$ cat src/rtl/mem_pkg.sv
// Shared constants for the port-B memory arbiter slice.
//   MEM_ADDR_W / MEM_DATA_W : geometry of the 32K x 16 program/data memory
//   REQ_CPU / REQ_DMA       : requester indices into the internal grant/pending vectors
//   STARVE_CNT_W / _MAX     : width and saturation value of the DMA wait counter
package mem_pkg;
  localparam int MEM_ADDR_W = 15;
  localparam int MEM_DATA_W = 16;

  localparam int REQ_CPU = 0;
  localparam int REQ_DMA = 1;

  localparam int                STARVE_CNT_W   = 4;
  localparam logic [STARVE_CNT_W-1:0] STARVE_CNT_MAX = '1;
endpackage

$ cat src/rtl/mem_arb_starve_ctr.sv
// Saturating wait counter for the low-priority requester.
// Counts consecutive cycles the requester is asking but not granted; clears
// on a grant or when the request is withdrawn; sticks at its maximum.
// Ports:
//   clk, reset : system clock, synchronous active-high reset
//   req, gnt   : request and grant of the guarded requester
//   starved    : count has reached STARVE_LIMIT (from registered count, no loop)
module mem_arb_starve_ctr
  import mem_pkg::*;
#(
  parameter int STARVE_LIMIT = 4
) (
  input  logic clk,
  input  logic reset,
  input  logic req,
  input  logic gnt,
  output logic starved
);

  localparam logic [STARVE_CNT_W-1:0] LIMIT = STARVE_CNT_W'(STARVE_LIMIT);

  logic [STARVE_CNT_W-1:0] cnt;

  // NOTE: state registers use non-blocking assignments so every flop samples
  // pre-edge values regardless of block ordering.
  always_ff @(posedge clk) begin
    if (reset) begin
      cnt <= '0;
    end else if (!req || gnt) begin
      cnt <= '0;
    end else if (cnt != STARVE_CNT_MAX) begin
      cnt <= cnt + 1'b1;
    end
  end

  assign starved = (cnt >= LIMIT);

endmodule

$ cat src/rtl/mem_port_arbiter.sv
// Arbiter sharing memory port B between the CPU load/store unit (req 0) and
// a DMA/peripheral reader (req 1). Fixed priority to req 0, except that req 1
// wins once it has waited STARVE_LIMIT consecutive cycles. Read data comes back
// one cycle after the grant with a per-requester valid pulse.
// Ports:
//   clk, reset            : system clock, synchronous active-high reset
//   req0/1, we0/1         : request (held until grant), write enable
//   addr0/1, wdata0/1     : word address, write data
//   gnt0/1                : combinational grant, access issued this cycle
//   rvalid0/1             : rdata carries this requester's read result
//   rdata                 : pass-through of mem_dout
//   mem_addr/din/we       : drive memory port B
//   mem_dout              : memory port B registered read data
module mem_port_arbiter
  import mem_pkg::*;
#(
  parameter int ADDR_W       = MEM_ADDR_W,
  parameter int DATA_W       = MEM_DATA_W,
  parameter int STARVE_LIMIT = 4
) (
  input  logic              clk,
  input  logic              reset,
  input  logic              req0,
  input  logic              req1,
  input  logic              we0,
  input  logic              we1,
  input  logic [ADDR_W-1:0] addr0,
  input  logic [ADDR_W-1:0] addr1,
  input  logic [DATA_W-1:0] wdata0,
  input  logic [DATA_W-1:0] wdata1,
  output logic              gnt0,
  output logic              gnt1,
  output logic              rvalid0,
  output logic              rvalid1,
  output logic [DATA_W-1:0] rdata,
  output logic [ADDR_W-1:0] mem_addr,
  output logic [DATA_W-1:0] mem_din,
  output logic              mem_we,
  input  logic [DATA_W-1:0] mem_dout
);

  logic       starved;
  logic [1:0] gnt;
  logic [1:0] rd_pend;

  mem_arb_starve_ctr #(
    .STARVE_LIMIT(STARVE_LIMIT)
  ) u_starve (
    .clk    (clk),
    .reset  (reset),
    .req    (req1),
    .gnt    (gnt[REQ_DMA]),
    .starved(starved)
  );

  // DMA wins when starved or when the CPU is idle; grants are suppressed
  // during reset so nothing reaches the memory.
  assign gnt[REQ_DMA] = !reset && req1 && (starved || !req0);
  assign gnt[REQ_CPU] = !reset && req0 && !gnt[REQ_DMA];

  assign gnt0 = gnt[REQ_CPU];
  assign gnt1 = gnt[REQ_DMA];

  // Idle cycles present requester 0's address/data with the write disabled.
  assign mem_addr = gnt[REQ_DMA] ? addr1  : addr0;
  assign mem_din  = gnt[REQ_DMA] ? wdata1 : wdata0;
  assign mem_we   = (gnt[REQ_CPU] && we0) || (gnt[REQ_DMA] && we1);

  // One-hot record of which requester issued a read last cycle; writes never
  // set it, so the memory's write-first echo is never reported.
  always_ff @(posedge clk) begin
    if (reset) begin
      rd_pend <= '0;
    end else begin
      rd_pend[REQ_CPU] <= gnt[REQ_CPU] && !we0;
      rd_pend[REQ_DMA] <= gnt[REQ_DMA] && !we1;
    end
  end

  // NOTE: the valid is masked by reset as well as cleared by it, so a read
  // granted in the cycle just before reset rises never reports data.
  assign rvalid0 = rd_pend[REQ_CPU] && !reset;
  assign rvalid1 = rd_pend[REQ_DMA] && !reset;
  assign rdata   = mem_dout;

endmodule

$ cat config.mk
export PLATFORM = sky130hd
export DESIGN_NAME = mem_port_arbiter
export DESIGN_NICKNAME = d
export VERILOG_FILES = /design/src/rtl/mem_pkg.sv /design/src/rtl/mem_arb_starve_ctr.sv /design/src/rtl/mem_port_arbiter.sv
export SDC_FILE = /design/constraint.sdc
export NUM_CORES = 1
export LEC_CHECK = 0
export ABC_CLOCK_PERIOD_IN_PS = 2600
export BUFFER_PORTS_ARGS = -buffer_cell sky130_fd_sc_hd__buf_2
export CAP_MARGIN = 25
export CORE_UTILIZATION = 29
export CTS_BUF_LIST = sky130_fd_sc_hd__clkbuf_4
export DETAILED_ROUTE_END_ITERATION = 7
export PLACE_DENSITY = 0.86
export SLEW_MARGIN = 20
export SYNTH_ARGS = -nofsm -noshare
export SYNTH_HDL_FRONTEND = slang
export SYNTH_SLANG_ARGS = --single-unit
$ cat constraint.sdc
create_clock -name clk -period 2.6 [get_ports clk]
set_input_delay 0.52 -clock clk [delete_from_list [all_inputs] [get_ports clk]]
set_output_delay 0.52 -clock clk [all_outputs]
set_load 0.01 [all_outputs]
==> impl_metrics.csv <==
group,metric,value,unit
route,final_antenna_net_count,0,
synth,ys_warn_count,0,
route,vias,848,
sta,fmax,445,MHz
final_layout,final_layout_size_suffix_gt1_frac,0.861,
global_routing,antenna_found_initial,0,
final_layout,insertedDiodeCount,0,
sta,finalHoldViolCount,0,
final_layout,final_area,0.00120,sq mm
power,cellPowerDensity,294,mW/mm^2
sta,setup-tns-final,0,ps
global_routing,grt_pass1_vias,730,
placed_design,dpl_cell_area,0.00118,sq mm
power,p_leak,0.677,nW
synth,synth_top_cell_area_share,0.461,
sta,report.final.slew_viol_count,0,
power,power.total,0.353,mW
floorplan,ios,136,
power,ir_worst_vdd,0.000213,V
worst_setup_path,worst-path-max-fanout,24,
clocking,cts_tree,"done",
synth,synth.largest_area_cell,"mux2_2",
global_routing,grt_overflow,0,
synth,yosysSeqAreaShare,0.159,
worst_setup_path,end_kind,"output port",
worst_setup_path,crit_required,2080,ps
worst_setup_path,cpLargestDelayFamily,"buffers and inverters",
synth,synth.distinct_cells,18,
placed_design,gp_congestion,0.709,
worst_setup_path,path_common_cell,"buf_2",
job,maxCapViolations,0,
sta,rsz0062_at_grt,"no",
route,dr.max_layer_used,"met4",
route,vias_per_cell,4.35,
clocking,cts_buffer_depth,2,
final_layout,seqCellArea,120,sq um
final_layout,fill_cells,265,
floorplan,die_h,53.1,microns
sta,fin_skew,5.69,ps
global_routing,grt_pass1_wl,2.97,mm
synth,synth_area,757,sq um
route,m1WireLength,801,microns
floorplan,core-area,0.00248,sq mm
clocking,cts.hold.buffers_added,0,
synth,synth_nets,160,
route,dr.pass1.iters,4,
worst_setup_path,critPathBufInv,3,
route,routed_wl,2.27,mm
global_routing,track_usage,0.148,
route,avgRoutedWirePerCell,11.6,microns
route,drt_iter0_drc,5,
route,dr_wl_met3,180,microns
synth,synth-edff-count,0,
route,drc,0,
worst_setup_path,crit_slowest_cell,"mux2_2",
clocking,h-tree-depth,1,
synth,synthTopCellsByArea,"mux2_2 46%, dfxtp_1 16%, buf_4 16%",
global_routing,grt_max_degree,25,
synth,synth_most_common_cell,"mux2_2",
worst_setup_path,cp.arrival,1730,ps
floorplan,dieArea,0.00282,sq mm
floorplan,rows,18,
clocking,postCtsSetupBuffers,0,
placed_design,place_hpwl,2.04,mm
synth,ys_ff_latch,6,
route,wl_met2,1.25,mm
clocking,clk_latency,240,ps
clocking,cts.sinks,6,
placed_design,pre_cts_ws,349,ps
final_layout,areaGrowthSynthToFinish,58.7,%
placed_design,portBuffers,103,
floorplan,fp.dieW,53.1,microns
hold_path,hp-class,"register to register",
synth,ys.flop_type,"dfxtp_1",
clocking,cts-root-buf,"clkbuf_4",
run_status,status,"completed",
synth,async_flop_share,0,
worst_setup_path,start_kind,"primary input",
clocking,ctsResizeCount,0,
final_layout,nNetsFinal,252,
worst_setup_path,path_class,"primary input to output port",
clocking,cts_buffers,3,
worst_setup_path,crit_chain,"buf_2, nand2b_4, a21oi_4, buf_4, mux2_2, buf_2",
sta,worst_slack,355,ps
clocking,path_clk_slew,40,ps
final_layout,multi_input_area,479,sq um
synth,ys_top_cells_by_count,"31 x mux2_2, 16 x buf_4, 6 x dfxtp_1",
floorplan,initial_core_util,0.306,
sta,min_period,2250,ps
worst_setup_path,cpPeakStageDelay,380,ps
sta,min_period_over_period,0.864,
synth,synth.avg_cell_area,10.1,sq um
sta,setup_viol,0,
synth,netlist_instances,75,
metrics by stage:
stage	hold WS [ps]	cells	utilization
after floorplan	398	75	-
after global placement	412	192	0.476
after detailed placement	428	192	0.476
after CTS	432	195	0.485
after global routing	465	195	0.485
final	430	195	0.485
routing by layer:
layer	vias up	track usage
met1	369	0.150
li1	420	-
met5	-	0
met4	0	0.0702
met2	53	0.285
met3	6	0.0287
layout make-up:
class / count / share of cell area
Tap cell: 30 / 0.0313
Timing Repair Buffer: 106 / 0.448
Sequential cell: 6 / 0.100
Multi-Input combinational cell: 49 / 0.399
Inverter: 1 / 0.00313
Clock buffer: 3 / 0.0188
power by group:
group          internal, mW  switching (mW)
Combinational         0.104          0.0719
Clock                0.0520          0.0301
Sequential           0.0948        0.000650
Total                 0.251           0.103
sequential cells by signal (all words and copies together), names as in the netlist:
signal and flops:
rd_pend 2, u_starve.cnt 4
path summary, 6_finish.rpt:
path	startpoint	to	slack, ps	depth (start not counted)
worst max register to register	u_starve.cnt[2]	rd_pend[1]	1350	5
worst min register to register	u_starve.cnt[0]	u_starve.cnt[0]	430	1
worst max-delay path	reset	mem_din[3]	350	6
worst min-delay path	u_starve.cnt[0]	u_starve.cnt[0]	430	1
placed cells by master (no fill, tap or decap):
cell and count:
mux2i_1 1, a21oi_4 1, conb_1 1, mux2_2 31, nor3_1 1, ha_1 1
nor2b_1 3, and3_1 1, buf_4 3, inv_1 1, clkbuf_4 3, nand2_1 1
dfxtp_1 6, nand2b_4 1, buf_2 103, nor2_1 2, nand2b_1 1, and2b_1 1
and2_1 3
cells by family (layout without fill, tap and decap cells):
logic type                 after synthesis  after routing  share of synthesized area
muxes                                   32             32                      0.474
buffers and inverters                   20            110                      0.208
and+or+nand+nor                         14             14                      0.116
DFF                                      6              6                      0.159
adders and majority gates                1              1                     0.0165
other                                    1              1                    0.00495
AOI/OAI and AO/OA                        1              1                     0.0215
Note: power is estimated with default switching activity, not from simulation.
